[src/rtl/tdm_pkg.sv]
// Shared types and default sizing for the TDM frame demultiplexer.
package tdm_pkg;

  typedef enum logic [0:0] {
    UNLOCKED = 1'b0,
    LOCKED   = 1'b1
  } tdm_state_e;

  localparam int TDM_WIDTH_DEFAULT    = 8;
  localparam int TDM_CHANNELS_DEFAULT = 4;

endpackage

[src/rtl/tdm_slot_counter.sv]
// Slot index within a TDM frame, wrapping from CHANNELS-1 back to 0.
module tdm_slot_counter #(
  parameter int CHANNELS = 4,
  parameter int SW       = $clog2(CHANNELS)
) (
  input  logic          clk,
  input  logic          rst,
  input  logic          clear,
  input  logic          load1,
  input  logic          en,
  output logic [SW-1:0] slot
);

  logic [SW-1:0] slot_q;
  logic [SW-1:0] slot_d;

  always_comb begin
    slot_d = slot_q;
    if (clear) begin
      slot_d = '0;
    end else if (load1) begin
      slot_d = SW'(1);
    end else if (en) begin
      slot_d = (slot_q == SW'(CHANNELS - 1)) ? '0 : slot_q + SW'(1);
    end
  end

  always_ff @(posedge clk) begin
    if (rst) begin
      slot_q <= '0;
    end else begin
      slot_q <= slot_d;
    end
  end

  assign slot = slot_q;

endmodule

[src/rtl/tdm_demux.sv]
// Reassembles a serial TDM sample stream into parallel frames, tracking
// frame alignment via in_sync and flagging alignment violations.
module tdm_demux
  import tdm_pkg::*;
#(
  parameter int WIDTH    = TDM_WIDTH_DEFAULT,
  parameter int CHANNELS = TDM_CHANNELS_DEFAULT
) (
  input  logic                      clk,
  input  logic                      rst,
  input  logic                      in_valid,
  input  logic [WIDTH-1:0]          in_data,
  input  logic                      in_sync,
  output logic [CHANNELS*WIDTH-1:0] out_data,
  output logic                      out_valid,
  output logic                      locked,
  output logic                      sync_err
);

  localparam int SW = $clog2(CHANNELS);

  tdm_state_e                state_q, state_d;
  logic [CHANNELS*WIDTH-1:0] staging_q, staging_d;
  logic [CHANNELS*WIDTH-1:0] out_data_q, out_data_d;
  logic                      out_valid_q, out_valid_d;
  logic                      sync_err_q, sync_err_d;

  logic [SW-1:0]       slot;
  logic                cnt_clear, cnt_load1, cnt_en;
  logic                store0, store_slot, complete;
  logic [CHANNELS-1:0] wr_sel;

  tdm_slot_counter #(
    .CHANNELS (CHANNELS),
    .SW       (SW)
  ) u_slot_counter (
    .clk   (clk),
    .rst   (rst),
    .clear (cnt_clear),
    .load1 (cnt_load1),
    .en    (cnt_en),
    .slot  (slot)
  );

  always_comb begin
    state_d    = state_q;
    sync_err_d = 1'b0;
    cnt_clear  = 1'b0;
    cnt_load1  = 1'b0;
    cnt_en     = 1'b0;
    store0     = 1'b0;
    store_slot = 1'b0;
    complete   = 1'b0;
    if (in_valid) begin
      if (state_q == UNLOCKED) begin
        if (in_sync) begin
          store0    = 1'b1;
          cnt_load1 = 1'b1;
          state_d   = LOCKED;
        end
      end else if (in_sync && slot != '0) begin
        // Resync: restart the frame from this sample, dropping the partial one.
        sync_err_d = 1'b1;
        store0     = 1'b1;
        cnt_load1  = 1'b1;
      end else if (!in_sync && slot == '0) begin
        sync_err_d = 1'b1;
        cnt_clear  = 1'b1;
        state_d    = UNLOCKED;
      end else begin
        store_slot = 1'b1;
        cnt_en     = 1'b1;
        complete   = (slot == SW'(CHANNELS - 1));
      end
    end
  end

  for (genvar gi = 0; gi < CHANNELS; gi++) begin : g_lane
    assign wr_sel[gi] = (store0 && gi == 0) || (store_slot && slot == SW'(gi));
    assign staging_d[gi*WIDTH +: WIDTH] = wr_sel[gi] ? in_data
                                                     : staging_q[gi*WIDTH +: WIDTH];
  end

  // staging_d already holds the final sample, so the whole frame lands at once.
  assign out_data_d  = complete ? staging_d : out_data_q;
  assign out_valid_d = complete;

  always_ff @(posedge clk) begin
    if (rst) begin
      state_q     <= UNLOCKED;
      staging_q   <= '0;
      out_data_q  <= '0;
      out_valid_q <= 1'b0;
      sync_err_q  <= 1'b0;
    end else begin
      state_q     <= state_d;
      staging_q   <= staging_d;
      out_data_q  <= out_data_d;
      out_valid_q <= out_valid_d;
      sync_err_q  <= sync_err_d;
    end
  end

  assign out_data  = out_data_q;
  assign out_valid = out_valid_q;
  assign locked    = (state_q == LOCKED);
  assign sync_err  = sync_err_q;

endmodule

[config.mk]
export PLATFORM = sky130hd
export DESIGN_NAME = tdm_demux
export DESIGN_NICKNAME = d
export VERILOG_FILES = /design/src/rtl/tdm_pkg.sv /design/src/rtl/tdm_slot_counter.sv /design/src/rtl/tdm_demux.sv
export SDC_FILE = /design/constraint.sdc
export NUM_CORES = 1
export LEC_CHECK = 0
export CORE_MARGIN = 8
export CORE_UTILIZATION = 55
export CTS_CLUSTER_DIAMETER = 60
export DETAILED_ROUTE_END_ITERATION = 7
export GPL_ROUTABILITY_DRIVEN = 0
export PLACE_DENSITY_LB_ADDON = 0.25
export SETUP_SLACK_MARGIN = 0.5
export SLEW_MARGIN = 10
export SYNTH_ARGS = -nofsm -noshare
export SYNTH_HDL_FRONTEND = slang
export SYNTH_SLANG_ARGS = --single-unit
[constraint.sdc]
create_clock -name clk -period 4.9 [get_ports clk]
set_clock_uncertainty 0.1 [all_clocks]
set_input_delay 0.49 -clock clk [delete_from_list [all_inputs] [get_ports clk]]
set_output_delay 0.49 -clock clk [all_outputs]
set_load 0.03 [all_outputs]
# Word-level counts from Yosys, hierarchy flattened
# Cells that the tools add are included.
[totals] reg_bits=69 input_bits=12 out_inout_bits=35 elab_cells=53
[op_classes] n_addsub=1 n_eq_ne=3 muxes=26 n_bitwise=2 n_reduce_logical=14
[op_table] op="two-way mux 8 bit" count=4
[op_table] op="two-way mux 1 bit" count=21
[op_table] op="logical AND 1 bit" count=6
[op_table] op="OR reduction 3 bit" count=2
[op_table] op="== test 2 bit, second input constant" count=2
[op_table] op="nonzero test 2 bit" count=2
[op_table] op="adder 2 x 1 -> 2 bit, second input constant" count=1
[op_table] op="== test 2 x 1 -> 1 bit, second input constant" count=1
[op_table] op="logical NOT 2 bit" count=1
[op_table] op="two-way mux 2 bit" count=1
[op_table] op="NOT 1 bit" count=2
[op_table] op="OR reduction 2 bit" count=1
[op_table] op="logical NOT 1 bit" count=1
[op_table] op="logical OR 1 bit" count=1

# Depth between registers and ports, before layout
# Gate-level depths: netlist (run 1).
[depth] word_depth=9 ltp_mapped=9 ltp_nobuf=7

# Modules after synthesis
# From an unflattened synthesis (run 1), not the netlist that was laid out.
[unflattened] cells_unflattened=296 hier_area_um2=2640.0
[modules_own_cells] module="tdm_demux" n_inst=1 cells_per_inst=287 area_each_um2=2544.9 seq_area_each_um2=1341.3
[modules_own_cells] module="tdm_slot_counter" n_inst=1 cells_per_inst=9 area_each_um2=95.1 seq_area_each_um2=40.0

# Worst setup path after synthesis (run 1)
# Ideal clock, no wire load.
[synth_path] kind="reg2reg" from="reg u_slot_counter.slot_q[0] (netlist: u_slot_counter.slot[0])" to="reg out_data_q[28] (netlist: out_data[28])" setup_time_ps=145 t_arrival_ps=1651 t_required_ps=4655 path_slack_ps=3004 path_stages_with_launch=8 path_buffers=1 period_less_slack_ps=1896 path_cell_list="dfxtp_1 -> inv_1 -> ha_1 -> ha_1 -> buf_2 -> nand4_4 -> mux2i_1 -> a211oi_2"
[synth_via] elab_chain_cells=8 word_cells_on_any_way=15 classes_between="eq/ne: 1; mux: 9; reduce/logical: 5"
[synth_rtl] item="from (decl)" line_no="tdm_slot_counter.sv:14" rtl="logic [SW-1:0] slot_q;"
[synth_rtl] item="from (signal assigned)" line_no="tdm_slot_counter.sv:32" rtl="slot_q <= slot_d;"
[synth_rtl] item="logical NOT 2 bit" line_no="tdm_demux.sv:66" rtl="end else if (!in_sync && slot == '0) begin"
[synth_rtl] item="logical AND 1 bit" line_no="tdm_demux.sv:66"
[synth_rtl] item="two-way mux 1 bit" line_no="tdm_demux.sv:66"
[synth_rtl] item="two-way mux 1 bit" line_no="tdm_demux.sv:61" rtl="end else if (in_sync && slot != '0) begin"
[synth_rtl] item="two-way mux 1 bit" line_no="tdm_demux.sv:55" rtl="if (state_q == UNLOCKED) begin"
[synth_rtl] item="two-way mux 1 bit" line_no="tdm_demux.sv:54" rtl="if (in_valid) begin"
[synth_rtl] item="logical AND 1 bit" line_no="tdm_demux.sv:79" rtl="assign wr_sel[gi] = (store0 && gi == 0) || (store_slot && slot == SW'(gi));"
[synth_rtl] item="two-way mux 8 bit" line_no="tdm_demux.sv:80" rtl="assign staging_d[gi*WIDTH +: WIDTH] = wr_sel[gi] ? in_data"
[synth_rtl] item="to (signal assigned)" line_no="tdm_demux.sv:98" rtl="out_data_q <= out_data_d;"
[synth_rtl] item="to (decl)" line_no="tdm_demux.sv:24" rtl="logic [CHANNELS*WIDTH-1:0] out_data_q, out_data_d;"
# Parallel ways exist; a longest one is shown, timed or not.
# A chain may end at the register's enable or synchronous reset.

# Final worst setup path (run 1)
[layout_path] from="in in_valid" to="reg out_data_q[9] (netlist: out_data[9])"
[layout_via] elab_chain_cells=3 word_cells_on_any_way=4 classes_between="mux: 3; reduce/logical: 1"
[layout_rtl] item="from (decl)" line_no="tdm_demux.sv:11" rtl="input logic in_valid,"
[layout_rtl] item="two-way mux 1 bit" line_no="tdm_demux.sv:54"
[layout_rtl] item="logical AND 1 bit" line_no="tdm_demux.sv:79"
[layout_rtl] item="two-way mux 8 bit" line_no="tdm_demux.sv:80"
# Parallel ways exist; a longest one is shown, timed or not.

==> results of run 1 <==
[state kept, by name (all words and copies together) (netlist names)]
| register | flops |
|---|---|
| out_valid | 1 |
| staging_q | 32 |
| sync_err | 1 |
| out_data | 32 |
| u_slot_counter.slot | 2 |
| locked | 1 |
[area by class of cell]
cell class,instances,area [sq um],area share (%)
Sequential cell,69,1380,41.6
Clock buffer,10,138,4.15
Inverter,4,15.0,0.452
Timing Repair Buffer,48,470,14.2
Tap cell,67,83.8,2.53
Clock inverter,4,50.0,1.51
Multi-Input combinational cell,155,1180,35.6
[placed cells by master (no fill, tap or decap), types with 2 or more instances in the layout]
cell | netlist | final
mux2i_1 | 33 | 33
a211oi_1 | 16 | 16
a21oi_1 | 2 | 2
a211oi_2 | 17 | 17
nand4_4 | 3 | 3
ha_1 | 7 | 7
clkinvlp_4 | 0 | 2
nor2_2 | 10 | 10
inv_1 | 4 | 4
clkdlybuf4s50_1 | 0 | 45
clkbuf_8 | 0 | 10
dfxtp_1 | 69 | 69
nor2_1 | 55 | 55
buf_4 | 3 | 2
o21ai_0 | 2 | 2
[metrics by stage]
step	setup slack [ns]	instances	hold WS [ns]	total power (uW)
final	2.11	357	0.395	1070
after global routing	1.92	357	0.420	1110
after CTS	2.11	357	0.401	1080
after detailed placement	1.76	343	0.386	640
after global placement	1.79	343	0.373	640
after floorplan	3.00	246	0.361	620
[routing by layer]
layer / global-route usage [%] / wire (um)
met4: 9.87 / 137
met5: 0 / 0
met1: 19.0 / 2520
met2: 22.1 / 2310
met3: 4.97 / 343
[logic make-up after synthesis]
group                    count (synthesis)
AND/OR/NAND/NOR                         75
flip-flops                              69
AO/OA/AOI/OAI                           39
multiplexers                            34
buffers and inverters                   22
adder cells (fa/ha/maj)                  7
[final timing paths]
| check | start | depth (start not counted) | slack (ns) | endpoint |
|---|---|---|---|---|
| setup / recovery | in_valid | 5 | 2.11 | out_data[9] |
| hold / removal | staging_q[12] | 2 | 0.40 | staging_q[12] |
| setup reg to reg | u_slot_counter.slot[0] | 8 | 2.22 | out_data[9] |
| hold reg to reg | staging_q[12] | 2 | 0.40 | staging_q[12] |
[worst max-delay path, cell delays in order]
cell	delay [ns]
clkdlybuf4s50_1	0.82
and4b_2	0.92
buf_4	0.44
nor2_2	0.06
a211oi_2	0.19
[power groups by stage]
| stage | clock, uW | combinational, uW | sequential (uW) |
|---|---|---|---|
| floorplan | 0 | 37.7 | 582 |
| global placement | 0 | 56.5 | 583 |
| detailed placement | 0 | 56.8 | 584 |
| CTS | 452 | 57.3 | 571 |
| global route | 478 | 62.0 | 571 |
| finish | 445 | 57.0 | 571 |
==> results.py, run 1 <==
metrics = {
    "status": {
        "status": "finished clean",
    },
    "route": {
        "vias": 1846,
        "vias_per_cell": 5.17,
        "routedWlPerCell_um": 14.9,
        "ant_nets": 0,
        "wl_um": 5310,
        "drt_iter0_markers": 90,
        "drc": 0,
        "drt-pass1-iter-count": 4,
    },
    "clocking": {
        "root_buffer": "clkbuf_8",
        "cts_tree": "built",
        "cts_resized": 0,
        "cts_max_level": 3,
        "post_cts_buffers": 0,
        "clock_latency_ns": 0.34,
        "cts_hold_buf": 0,
        "path_clk_slew_ns": 0.07,
        "cts_buffers": 9,
        "clock_sinks": 69,
        "max-clock-path-buffers": 2,
    },
    "floorplan": {
        "pin_count": 47,
        "die_h_um": 86.1,
        "start_util_pct": 57.2,
        "die_x_um": 86.1,
        "rows": 25,
        "dieArea_sq_um": 7410,
        "core_area_sq_um": 4720,
    },
    "synthesis": {
        "synth.top_cell.area_share_pct": 51.1,
        "syn-instance-count": 246,
        "synth_compound_area_share_pct": 13.7,
        "syn_nets": 265,
        "yosysMostFrequentCell": "dfxtp_1",
        "synthAdderAreaFrac_pct": 3.24,
        "ys_seq_area_share_pct": 51.1,
        "yosysWarnings": 0,
        "synth-edff-count": 0,
        "synthTopCellsByCount": "69 x dfxtp_1, 55 x nor2_1, 33 x mux2i_1",
        "synth_simple_gate_area_share_pct": 14.1,
        "synth_top_family_by_area": "simple AND/OR/NAND/NOR gates",
        "synthArstFlopShare_pct": 0,
        "netlist_area_sq_um": 2700,
        "synth.distinct_cells": 28,
        "synthMuxAreaShare_pct": 12.6,
        "synthTopCellsByArea": "dfxtp_1 51%, mux2i_1 12%, a211oi_2 7.9%",
        "ys_ff_latch": 69,
        "synth_area_per_cell_sq_um": 11.0,
        "synth_ff_type": "dfxtp_1",
        "yosys.area.top_type": "dfxtp_1",
        "synthXorXnorAreaFrac_pct": 0,
    },
    "worst_setup_path": {
        "crit_arrival_ns": 2.94,
        "cp-end-kind": "flip-flop",
        "start_kind": "input port",
        "critical_path_class": "input port to flip-flop",
        "cp.required_ns": 5.05,
        "crit_fanout": 46,
    },
    "global_routing": {
        "grt_remaining_overflow": 0,
        "grt_pass1_wl_um": 8690,
        "grt_usage_pct": 15.3,
        "antenna_found_initial": 0,
        "grt_pass1_vias": 1772,
        "grt_max_degree": 69,
    },
    "placement": {
        "io_buffers": 46,
        "placed_area_sq_um": 3130,
        "place_hpwl_um": 3480,
    },
    "sta": {
        "max_slew.worst_pin.slew_ns": 0.885,
        "rsz0062_at_grt": "false",
        "maxSlewViolCount": 0,
        "maxSlewHeadroom_pct": 41.0,
        "fin_crit_sh_pct": 56.9,
        "hold_violations": 0,
        "final-setup-viol-count": 0,
        "fmax_mhz": 359,
        "min_period_ns": 2.79,
        "fin_tns_setup_ns": 0,
    },
    "power_and_ir_drop": {
        "seqPwrFrac_pct": 53.2,
        "power_switching_uw": 244,
        "combPwrFrac_pct": 5.3,
        "pwr-share-clk_pct": 41.5,
        "p_per_area_nw_per_um2": 323,
        "switching_share_pct": 22.8,
        "ir_worst_vdd_uv": 250,
        "p_leak_uw": 0.00136,
        "intPower_uw": 829,
    },
    "layout": {
        "drive_gt1_share_pct": 17.6,
        "final_util_pct": 70.3,
        "finalNetCount": 306,
        "n_fill_cell": 362,
        "finalInstanceArea_sq_um": 3320,
        "area.growth.synth_to_final_pct": 22.8,
        "n_antenna_cell": 0,
    },
    "job": {
        "maxCapViolCount": 0,
    },
    "min_path": {
        "holdCritPathClass": "flip-flop to flip-flop",
    },
}
(Power assumes the default switching activity.)
==> run 2: changes to the inputs <==
--- a/config.mk
+++ b/config.mk
@@ -6,7 +6,7 @@
 export NUM_CORES = 1
 export LEC_CHECK = 0
 export CORE_MARGIN = 8
-export CORE_UTILIZATION = 55
+export CORE_UTILIZATION = 52
 export CTS_CLUSTER_DIAMETER = 60
 export DETAILED_ROUTE_END_ITERATION = 7
 export GPL_ROUTABILITY_DRIVEN = 0
==> constraint.sdc (replaced) <==
create_clock -name clk -period 2.9 [get_ports clk]
set_clock_uncertainty 0.1 [all_clocks]
set_input_delay 0.29 -clock clk [delete_from_list [all_inputs] [get_ports clk]]
set_output_delay 0.29 -clock clk [all_outputs]
set_load 0.03 [all_outputs]
==> results.py, run 2 (synthesis results as in run 1) <==
metrics = {
    "worst_setup_path": {
        "cp-end-kind": "flip-flop",
        "reg2reg_from": "u_slot_counter.slot[0]",
        "critical_path_class": "flip-flop to flip-flop",
        "r2r_slack_ns": 0.70,
        "critical_path.endpoint": "out_data[31]",
        "crit_fanout": 8,
        "startpoint": "u_slot_counter.slot[0]",
        "crit_arrival_ns": 2.29,
        "timing.rr.end": "out_data[31]",
        "cp.required_ns": 3.00,
        "start_kind": "flip-flop",
        "r2r_cells": 6,
    },
    "sta": {
        "fmax_mhz": 455,
        "layout_setup_ws_ns": 0.703,
        "max_slew.worst_pin.slew_ns": 0.719,
        "maxSlewViolCount": 0,
        "final-setup-viol-count": 0,
        "hold_violations": 0,
        "maxSlewHeadroom_pct": 52.1,
        "fin_crit_sh_pct": 75.8,
        "fin_tns_setup_ns": 0,
        "min_period_ns": 2.20,
        "rsz0062_at_grt": "false",
    },
    "layout": {
        "instances_no_fill": 365,
        "final_util_pct": 66.1,
        "area.growth.synth_to_final_pct": 24.2,
        "finalNetCount": 309,
        "n_antenna_cell": 0,
        "final_common_cell": "dfxtp_1",
        "drive_gt1_share_pct": 19.0,
        "mostFrequentLayoutCells": "69 x dfxtp_1, 55 x nor2_1, 45 x clkdlybuf4s50_1, 33 x mux2i_1, 17 x a211oi_2",
    },
    "global_routing": {
        "grt_usage_pct": 14.4,
        "antenna_found_initial": 0,
        "grt_pass1_vias": 1747,
        "grt_max_degree": 35,
        "grt_remaining_overflow": 0,
        "grt_pass1_wl_um": 8450,
    },
    "placement": {
        "place_hpwl_um": 3790,
        "io_buffers": 46,
        "place_ws_ns": 0.514,
        "place_inst": 349,
    },
    "power_and_ir_drop": {
        "p_per_area_nw_per_um2": 519,
        "fin_total_pwr_uw": 1740,
        "p_leak_uw": 0.00137,
        "ir_worst_vdd_uv": 281,
    },
    "route": {
        "routedWlPerCell_um": 14.6,
        "wl_um": 5330,
        "drt_iter0_markers": 91,
        "drt-pass1-iter-count": 4,
        "drc": 0,
        "vias": 1835,
        "ant_nets": 0,
        "vias_per_cell": 5.03,
    },
    "clocking": {
        "max-clock-path-buffers": 2,
        "clock_latency_ns": 0.34,
        "cts_tree": "built",
        "post_cts_buffers": 0,
        "cts_resized": 0,
        "cts_max_level": 3,
        "cts_hold_buf": 0,
        "path_clk_slew_ns": 0.08,
        "cts_buffers": 9,
        "clock_sinks": 69,
        "root_buffer": "clkbuf_8",
    },
    "status": {
        "status": "finished clean",
    },
    "floorplan": {
        "start_util_pct": 53.3,
        "dieArea_sq_um": 7760,
        "pin_count": 47,
        "die_h_um": 88.1,
        "die_x_um": 88.1,
        "core_area_sq_um": 5070,
        "rows": 26,
    },
    "min_path": {
        "holdCritPathClass": "input port to flip-flop",
    },
    "job": {
        "maxCapViolCount": 0,
    },
}
run 2: per-layer routing:
metal  up-vias  wire [um]  share of wire [%]  GRT usage [%]
met4         0         77                1.4           9.22
li1        935          -                  -              -
met2        39       2290                 43           21.1
met5         -          0                  0              0
met3         7        295                5.5           3.94
met1       854       2670                 50           18.3
run 2: final cells by class:
class / count / area (sq um)
Clock buffer: 9 / 124
Fill cell: 411 / 1720
Tap cell: 70 / 87.6
Multi-Input combinational cell: 155 / 1180
Timing Repair Buffer: 51 / 518
Clock inverter: 7 / 50.0
Inverter: 4 / 15.0
Sequential cell: 69 / 1380
run 2: where the power goes:
part | switching (uW) | internal (uW)
combinational | 61.4 | 36.8
clock | 369 | 311
sequential | 8.57 | 956
run 2: stage by stage:
step,area (sq um),hold WS [ns]
6_report,3360,0.384
5_1_grt,3360,0.408
4_1_cts,3360,0.361
3_5_place_dp,3180,0.386
3_3_place_gp,3180,0.375
2_1_floorplan,2700,0.350
run 2: how the worst min path moves through the flow:
stage,from,end,depth (start not counted)
after floorplan,in_sync,locked,2
after global placement,staging_q[23],staging_q[23],2
after detailed placement,staging_q[19],staging_q[19],2
after CTS,rst,staging_q[15],2
after global routing,rst,staging_q[1],2
final,rst,staging_q[15],2
run 2: critical path, stage by stage, from the launching register on:
cell,delay (ns)
dfxtp_1,0.44
inv_1,0.09
ha_1,0.24
ha_1,0.49
nand4_4,0.26
mux2i_1,0.33
a211oi_2,0.10
==> run 3: changes to the inputs <==
==> constraint.sdc (replaced) <==
create_clock -name clk -period 2.2 [get_ports clk]
set_clock_uncertainty 0.1 [all_clocks]
set_input_delay 0.22 -clock clk [delete_from_list [all_inputs] [get_ports clk]]
set_output_delay 0.22 -clock clk [all_outputs]
set_load 0.03 [all_outputs]
==> results.py, run 3 (synthesis results as in run 1) <==
metrics = {
    "route": {
        "drt_iter0_markers": 225,
        "vias": 2147,
        "wl_um": 8310,
        "ant_nets": 0,
        "drc": 0,
        "routedWlPerCell_um": 21.4,
        "drt-pass1-iter-count": 4,
        "vias_per_cell": 5.53,
    },
    "job": {
        "maxCapViolCount": 0,
    },
    "worst_setup_path": {
        "timing.rr.end": "out_data[24]",
        "r2r_slack_ns": 0.18,
        "cp.required_ns": 2.32,
        "crit_arrival_ns": 2.15,
        "start_kind": "flip-flop",
        "cp-end-kind": "flip-flop",
        "critical_path_class": "flip-flop to flip-flop",
        "r2r_cells": 9,
        "reg2reg_from": "u_slot_counter.slot[0]",
        "crit_fanout": 6,
    },
    "clocking": {
        "cts_hold_buf": 0,
        "max-clock-path-buffers": 2,
        "clock_sinks": 69,
        "cts_buffers": 9,
        "path_clk_slew_ns": 0.07,
        "clock_latency_ns": 0.34,
        "cts_tree": "built",
        "cts_max_level": 3,
        "root_buffer": "clkbuf_8",
    },
    "floorplan": {
        "pin_count": 47,
        "rows": 26,
        "core_area_sq_um": 5070,
        "dieArea_sq_um": 7760,
        "die_h_um": 88.1,
        "start_util_pct": 53.3,
        "die_x_um": 88.1,
    },
    "sta": {
        "final-setup-viol-count": 0,
        "maxSlewViolCount": 0,
        "hold_violations": 0,
        "min_period_ns": 2.02,
        "max_slew.worst_pin.slew_ns": 0.451,
        "fmax_mhz": 494,
        "layout_setup_ws_ns": 0.178,
        "hold_ws_ns": 0.184,
        "fin_tns_setup_ns": 0,
        "fin_crit_sh_pct": 91.9,
        "rsz0062_at_grt": "true",
        "maxSlewHeadroom_pct": 69.8,
    },
    "placement": {
        "place_ws_ns": 0.0982,
        "place_hpwl_um": 3820,
        "io_buffers": 46,
        "placed_area_sq_um": 3240,
    },
    "power_and_ir_drop": {
        "pwr-share-clk_pct": 42.1,
        "intPower_uw": 1940,
        "p_leak_uw": 0.00190,
        "seqPwrFrac_pct": 50.5,
        "switching_share_pct": 22.8,
        "power_switching_uw": 575,
        "ir_worst_vdd_uv": 690,
        "p_per_area_nw_per_um2": 611,
        "combPwrFrac_pct": 7.4,
    },
    "global_routing": {
        "grt_pass1_vias": 2032,
        "antenna_found_initial": 0,
        "grt_usage_pct": 18.5,
        "grt_max_degree": 35,
        "grt_pass1_wl_um": 10600,
        "grt_remaining_overflow": 0,
    },
    "min_path": {
        "min_to": "staging_q[20]",
        "hold_start": "rst",
        "worstHoldPathCells": 2,
        "holdCritPathClass": "input port to flip-flop",
    },
    "layout": {
        "area.growth.synth_to_final_pct": 52.5,
        "finalInstanceArea_sq_um": 4120,
        "finalNetCount": 334,
        "final_common_cell": "dfxtp_1",
        "drive_gt1_share_pct": 35.8,
        "mostFrequentLayoutCells": "66 x dfxtp_1, 52 x nor2_1, 25 x a211oi_2, 18 x mux2i_1, 18 x clkdlybuf4s50_1",
        "n_antenna_cell": 0,
        "n_fill_cell": 303,
    },
    "status": {
        "status": "finished clean",
    },
}
==> run 3: timing repair <==
action | 4_1_cts | 5_1_grt
endpoints found under the setup margin | 67 | 76
gates resized for setup | 27 | 59
pin swaps | 5 | 21
setup buffers | 9 | 6
gates cloned | 5 | 4
==> run 3: worst max-delay path by stage <==
stage                      startpoint           end  slack, ns  cells past startpoint
4_1_cts        u_slot_counter.slot[0]  out_data[14]       0.36                      7
3_3_place_gp                  in_sync  out_data[10]       0.14                      6
6_report       u_slot_counter.slot[0]  out_data[24]       0.18                      9
5_1_grt        u_slot_counter.slot[0]  out_data[16]       0.11                      7
3_5_place_dp                  in_sync  out_data[17]        0.1                      6
2_1_floorplan  u_slot_counter.slot[0]  out_data[10]       0.51                      9
==> run 3: power by group through the flow <==
stage               clock network [uW]  logic, uW  registers (uW)
finish                            1060        187            1270
global route                      1140        198            1270
CTS                               1060        163            1270
detailed placement                   0        147            1300
global placement                     0        145            1300
floorplan                            0       95.2            1300
==> run 3: metal layers <==
layer	up-vias	share of wire [%]	GRT usage [%]
met5	-	0	0
met4	0	2.7	7.83
met3	18	6.5	5.16
met2	88	51	31.8
met1	1044	40	21.1
li1	997	-	-
==> run 3: layout make-up <==
class	instances	area [sq um]	share of cell area (%)
multi-input cells	155	1450	35.1
flip-flops and latches	69	1390	33.7
repair buffers	76	978	23.7
clock buffers	13	169	4.10
well taps	70	87.6	2.13
clock inverters	1	30.0	0.729
inverters	4	20.0	0.486
==> run 3: critical path: stages (launching register included) <==
cell	delay, ns
dfxtp_4	0.36
inv_4	0.06
ha_4	0.13
inv_1	0.06
ha_2	0.17
and4b_4	0.37
buf_6	0.14
buf_16	0.13
nor2_1	0.07
a211oi_1	0.31
==> run 3: stage by stage <==
| stage | total power [uW] | instances | util [%] |
|---|---|---|---|
| 2_1_floorplan | 1390 | 246 | - |
| 3_3_place_gp | 1440 | 350 | 63.8 |
| 3_5_place_dp | 1450 | 350 | 63.8 |
| 4_1_cts | 2490 | 378 | 72.8 |
| 5_1_grt | 2610 | 388 | 81.2 |
| 6_report | 2520 | 388 | 81.2 |
